### src/rtl/elevator_scheduler.sv
// rtl/elevator_scheduler.sv - SCAN-order call scheduler with door dwell timing for the elevator car
module elevator_scheduler #(
  parameter int NUM_FLOORS  = 4,
  parameter int FLOOR_W     = 2,
  parameter int DOOR_CYCLES = 4
) (
  input  logic                  i_clock,
  input  logic                  i_reset_n,
  input  logic [NUM_FLOORS-1:0] i_call,
  input  logic [FLOOR_W-1:0]    i_current_floor,
  output logic [FLOOR_W-1:0]    o_target_floor,
  output logic                  o_door_open,
  output logic                  o_dir_up,
  output logic [NUM_FLOORS-1:0] o_pending,
  output logic                  o_busy
);

  localparam int CNT_W = $clog2(DOOR_CYCLES + 1);

  typedef enum logic [1:0] {
    S_IDLE      = 2'd0,
    S_MOVE_UP   = 2'd1,
    S_MOVE_DOWN = 2'd2,
    S_DOOR_OPEN = 2'd3
  } state_e;

  state_e                  state_q, state_d;
  logic [NUM_FLOORS-1:0]   pend_q, pend_d;
  logic [FLOOR_W-1:0]      target_q, target_d;
  logic                    door_q, door_d;
  logic                    dir_up_q, dir_up_d;
  logic [CNT_W-1:0]        cnt_q, cnt_d;

  logic                    cur_valid;
  logic [NUM_FLOORS-1:0]   cur_onehot;
  logic                    pend_here;
  logic                    any_above, any_below;
  logic [FLOOR_W-1:0]      low_above, high_below;
  logic [NUM_FLOORS-1:0]   call_eff;
  logic                    reload;
  logic                    open_door;

  // Locate the nearest pending floors above and below the car.
  always_comb begin
    cur_valid  = int'(i_current_floor) < NUM_FLOORS;
    cur_onehot = '0;
    if (cur_valid) cur_onehot[i_current_floor] = 1'b1;
    pend_here  = |(pend_q & cur_onehot);
    any_above  = 1'b0;
    low_above  = '0;
    for (int f = NUM_FLOORS - 1; f >= 0; f--) begin
      if (pend_q[f] && f > int'(i_current_floor)) begin
        any_above = 1'b1;
        low_above = FLOOR_W'(f);
      end
    end
    any_below  = 1'b0;
    high_below = '0;
    for (int f = 0; f < NUM_FLOORS; f++) begin
      if (pend_q[f] && f < int'(i_current_floor)) begin
        any_below  = 1'b1;
        high_below = FLOOR_W'(f);
      end
    end
    // A call for the floor being dwelt at extends the dwell instead of queueing.
    reload   = (state_q == S_DOOR_OPEN) && |(i_call & cur_onehot);
    call_eff = (state_q == S_DOOR_OPEN) ? (i_call & ~cur_onehot) : i_call;
  end

  // Next-state, target, direction, pending and dwell-counter decisions.
  always_comb begin
    state_d   = state_q;
    pend_d    = pend_q | call_eff;
    target_d  = target_q;
    door_d    = door_q;
    dir_up_d  = dir_up_q;
    cnt_d     = cnt_q;
    open_door = 1'b0;
    if (!cur_valid) begin
      state_d = S_IDLE;
      door_d  = 1'b0;
      cnt_d   = '0;
    end else begin
      case (state_q)
        S_IDLE: begin
          target_d = i_current_floor;
          if (pend_here) begin
            open_door = 1'b1;
          end else if (any_above && (dir_up_q || !any_below)) begin
            state_d  = S_MOVE_UP;
            dir_up_d = 1'b1;
            target_d = low_above;
          end else if (any_below) begin
            state_d  = S_MOVE_DOWN;
            dir_up_d = 1'b0;
            target_d = high_below;
          end
        end
        S_MOVE_UP: begin
          if (any_above) target_d = low_above;
          if (i_current_floor == target_q && pend_here) begin
            open_door = 1'b1;
          end else if (!any_above) begin
            state_d  = S_IDLE;
            target_d = i_current_floor;
          end
        end
        S_MOVE_DOWN: begin
          if (any_below) target_d = high_below;
          if (i_current_floor == target_q && pend_here) begin
            open_door = 1'b1;
          end else if (!any_below) begin
            state_d  = S_IDLE;
            target_d = i_current_floor;
          end
        end
        S_DOOR_OPEN: begin
          target_d = i_current_floor;
          if (reload) begin
            cnt_d = CNT_W'(DOOR_CYCLES);
          end else if (cnt_q == CNT_W'(1)) begin
            state_d = S_IDLE;
            door_d  = 1'b0;
            cnt_d   = '0;
          end else begin
            cnt_d = cnt_q - CNT_W'(1);
          end
        end
        default: state_d = S_IDLE;
      endcase
      if (open_door) begin
        state_d  = S_DOOR_OPEN;
        door_d   = 1'b1;
        cnt_d    = CNT_W'(DOOR_CYCLES);
        target_d = i_current_floor;
        pend_d   = pend_d & ~cur_onehot;
      end
    end
  end

  // State and output registers with asynchronous reset.
  always_ff @(posedge i_clock or negedge i_reset_n) begin
    if (!i_reset_n) begin
      state_q  <= S_IDLE;
      pend_q   <= '0;
      target_q <= '0;
      door_q   <= 1'b0;
      dir_up_q <= 1'b1;
      cnt_q    <= '0;
    end else begin
      state_q  <= state_d;
      pend_q   <= pend_d;
      target_q <= target_d;
      door_q   <= door_d;
      dir_up_q <= dir_up_d;
      cnt_q    <= cnt_d;
    end
  end

  assign o_target_floor = target_q;
  assign o_door_open    = door_q;
  assign o_dir_up       = dir_up_q;
  assign o_pending      = pend_q;
  assign o_busy         = (state_q != S_IDLE) || (pend_q != '0);

endmodule
### config.mk
export PLATFORM = sky130hd
export DESIGN_NAME = elevator_scheduler
export DESIGN_NICKNAME = d
export VERILOG_FILES = /design/src/rtl/elevator_scheduler.sv
export SDC_FILE = /design/constraint.sdc
export NUM_CORES = 1
export LEC_CHECK = 0
export ABC_AREA = 0
export CAP_MARGIN = 10
export CORE_MARGIN = 2
export CORE_UTILIZATION = 23
export DETAILED_ROUTE_END_ITERATION = 8
export HOLD_SLACK_MARGIN = 0.12
export SLEW_MARGIN = 40
export SYNTH_ARGS = -nofsm -noshare
export SYNTH_HDL_FRONTEND = slang
export SYNTH_SLANG_ARGS = --single-unit
### constraint.sdc
create_clock -name i_clock -period 2.4 [get_ports i_clock]
set_input_delay 0.24 -clock i_clock [delete_from_list [all_inputs] [get_ports i_clock]]
set_output_delay 0.24 -clock i_clock [all_outputs]
set_load 0.01 [all_outputs]
==> PnR_summary.wiki <==
{| class="wikitable"
! Metric !! Value
|-
| Vias per Instance || 5.00
|-
| WL met1 || 1.43 mm
|-
| Number of DRC violations after detailed routing || 0
|-
| Post-layout min period || 2270 ps
|-
| Max-Cap Viols || 0
|-
| Highest fanout seen on the critical path || 4
|-
| Floorplan die height || 73.3 um
|-
| Clk slew on worst S/H paths || 60 ps
|-
| Clock buffer depth || 2
|-
| Critical path buffer and inverter count || 1
|-
| GPL Wtd Cong || 0.873
|-
| Net Count, Synth || 146
|-
| HPWL reported at the end of detailed placement || ~2.4 mm
|-
| Final-report setup violation count || 0
|-
| Number of port buffers || 16
|-
| Die area || 0.00538 mm2
|-
| CTS tree || built
|-
| Final WS setup || about 130 ps
|-
| Final Hold Violating Endpoints || 0
|-
| Highest metal used || met4
|-
| Critical Path RT || 2540 ps
|-
| DR WL/cell || ~14 um
|-
| Setup TNS || 0 ps
|-
| Commonest cells after routing, fill and taps aside || buf_4, clkdlybuf4s50_1, inv_1
|-
| Cell family with most CP delay || compound AO/OA/AOI/OAI gates
|-
| Global-route wire length before repair || 4.97 mm
|-
| Number of storage elements in the synthesis netlist || 13
|-
| Clock root cell || clkbuf_8
|-
| Mapped Avg Cell Area || 8.44 um2
|-
| Largest net degree at the start of global routing || 15
|-
| Transition time of the tightest slew-check pin || about 610 ps
|-
| Status || completed
|-
| IR drop worst, VDD || 451 uV
|-
| Number of pins exceeding their max-slew limit in the final report || 0
|-
| Unrepaired setup endpoints after global routing || false
|-
| Number of core rows || 25
|-
| Count of warnings emitted by yosys || 0
|-
| Leakage power || just under 0.7 nW
|-
| Number of instances in the synthesized netlist || around 130
|-
| Parity-gate share of the synthesized area counting xor and xnor cells || 1.58%
|-
| Post-CTS Repair Setup Buffers || 0
|-
| Clock latency reported for the late side of the worst-skew pair || roughly 250 ps
|-
| Cell chain of the critical path || clkdlybuf4s50_1, mux4_2, and3_4, or3_1, a221o_1, a211o_1, o211a_1
|-
| Initial cell density of the core || approximately a quarter
|-
| Total power density per cell area || approximately 1200 mW/mm2
|-
| Routed length on met2 || 1.35 mm
|-
| Total wire length after detailed routing || roughly 3.0 mm
|-
| Number of ports placed on the die boundary || 17
|-
| Remaining antenna violation count || 0
|-
| Die W || about 73 um
|-
| Adder-cell share of the synthesized area || 7.92%
|-
| Post-synthesis async set-or-reset flop share || 100%
|-
| Kind of start point of the critical path || input pin
|-
| Slowest stage delay, CP || between 500 and 600 ps
|-
| Leading register cell type out of synthesis || dfrtp_1
|-
| GRT Util Overall || 11.8%
|-
| Count of different cell masters after synthesis || 39
|-
| Via count of the first global-routing pass || 1015
|-
| Via count || 1094
|-
| Fraction of the mapped netlist area in simple logic gates || 16.3%
|-
| Synthesized area || 0.00111 mm2
|-
| Multiplexer fraction of the synthesized cell area || 8.14%
|-
| Number of resized instances in the post-cts repair step || 0
|-
| Ant. Diodes || 0
|-
| CP max stage cell || clkdlybuf4s50_1
|-
| Layout filler cell count || 504
|-
| Slew Limit Headroom || 59.4%
|-
| Initial antenna violation count || 0
|-
| Worst hold slack || 374 ps
|-
| Number of buffers created by CTS || 3
|-
| Iteration-0 DRC Markers || 47
|-
| Number of optimization iterations in the first detailed-route pass || 4
|-
| Fraction of final layout cells sized beyond drive strength 1 || 20.6%
|-
| Path category of the worst min-delay check || in -> async
|-
| Largest family of logic cells by synthesized area || compound AO/OA/AOI/OAI gates
|-
| Type of the worst setup path || in -> reg
|-
| Area fraction in compound gates after synthesis || 28.8%
|-
| Hold buffers post-CTS || 0
|-
| CP Data Arrival Time || 2410 ps
|-
| Congestion Overflow GR || 0
|-
| Post-route fraction of the period consumed by the critical path || 94.7%
|-
| Worst setup skew after layout || 3.12 ps
|-
| Achievable clock frequency || 440 MHz
|-
| Sequential element share of the synthesized area || slightly below 30%
|-
| Level count of the clock H-tree || 1
|-
| Number of flops mapped to enable cells by yosys || 0
|-
| Placeable core region || 0.00469 mm2
|-
| Kind of end point of the critical path || flip-flop
|-
| Place WS || -211 ps
|-
| Routed length on met3 || 221 um
|-
| Most common cell after layout, fill and taps aside || buf_4
|-
| Area Growth Syn to Fin || 36.5%
|-
| Number of nets in the layout || about 180
|-
| Number of clock sinks || 13
|}
report_power, final:
part	total (W)	internal, W	switching, W	leakage [nW]
sequential	0.000371	0.000306	0.0000645	0.139
clock	0.000203	0.000118	0.0000852	0.0228
combinational	0.00118	0.000564	0.000618	0.522
layer usage:
metal | track usage [%] | up-vias
li1 | - | 547
met4 | 2.22 | 0
met2 | 17.5 | 38
met3 | 3.43 | 2
met5 | 0 | -
met1 | 17.1 | 507
synthesized netlist by cell type (3+ instances only):
cell,n,area share (%)
inv_1,14,4.8
o32a_1,3,2.7
o21ai_0,12,5.4
nand2b_1,5,2.8
a21oi_1,11,5.0
nand3_1,3,1.4
ha_1,7,7.9
nor2_1,12,4.1
dfrtp_1,12,27
o221ai_1,3,2.4
o22ai_1,5,2.8
nand2_1,5,1.7
mux2i_1,3,2.7
clkbuf_1,3,1.0
or2_2,4,2.3
logic make-up after synthesis:
kind of cell / after synthesis
adder cells (fa/ha/maj): 7
AO/OA/AOI/OAI: 48
flip-flops: 13
XOR/XNOR: 2
AND/OR/NAND/NOR: 35
multiplexers: 6
buffers and inverters: 20
through the flow:
step	total power, W	utilization [%]	area (um2)	std cells
after global placement	0.00151	30.9	1450	215
after floorplan	0.00109	-	1110	131
after global routing	0.00191	32.2	1510	219
after detailed placement	0.00152	30.9	1450	215
after CTS	0.00173	31.9	1500	219
final	0.00176	32.2	1510	219
registers in the layout (all words and copies together), names as in the netlist:
| signal | count |
|---|---|
| cnt_q | 3 |
| o_dir_up | 1 |
| o_pending | 4 |
| o_door_open | 1 |
| state_q | 2 |
| o_target_floor | 2 |
worst paths after layout:
kind / from / to / slack [ps] / depth (start not counted)
worst max-delay path: i_current_floor[1] / state_q[0]$_DFFE_PN0P_ / 130 / 7
worst min-delay path: i_reset_n / state_q[0]$_DFFE_PN0P_ / 370 / 1
worst max register to register: o_pending[1]$_DFF_PN0_ / state_q[0]$_DFFE_PN0P_ / 140 / 6
worst min register to register: o_door_open$_DFFE_PN0P_ / o_door_open$_DFFE_PN0P_ / 480 / 1
max in group asynchronous: i_reset_n / o_pending[0]$_DFF_PN0_ / 1630 / 1
min in group i_clock: o_door_open$_DFFE_PN0P_ / o_door_open$_DFFE_PN0P_ / 480 / 1
final cells by class:
class                      count  area (um2)  share of cell area [%]
tap                           54        67.6                    4.47
timing repair buffer          36         313                    20.7
sequential                    13         327                    21.6
inverter                      14        52.6                    3.48
multi-input combinational     98         706                    46.7
clock buffer                   4        45.0                    2.98
worst register-to-register path, stage by stage, from the launching register on:
cell and delay, ps:
dfrtp_1 420, mux4_2 510, and3_4 210, or3_1 300
a221o_1 370, a211o_1 230, o211a_1 110
Note: power is estimated with default switching activity, not from simulation.
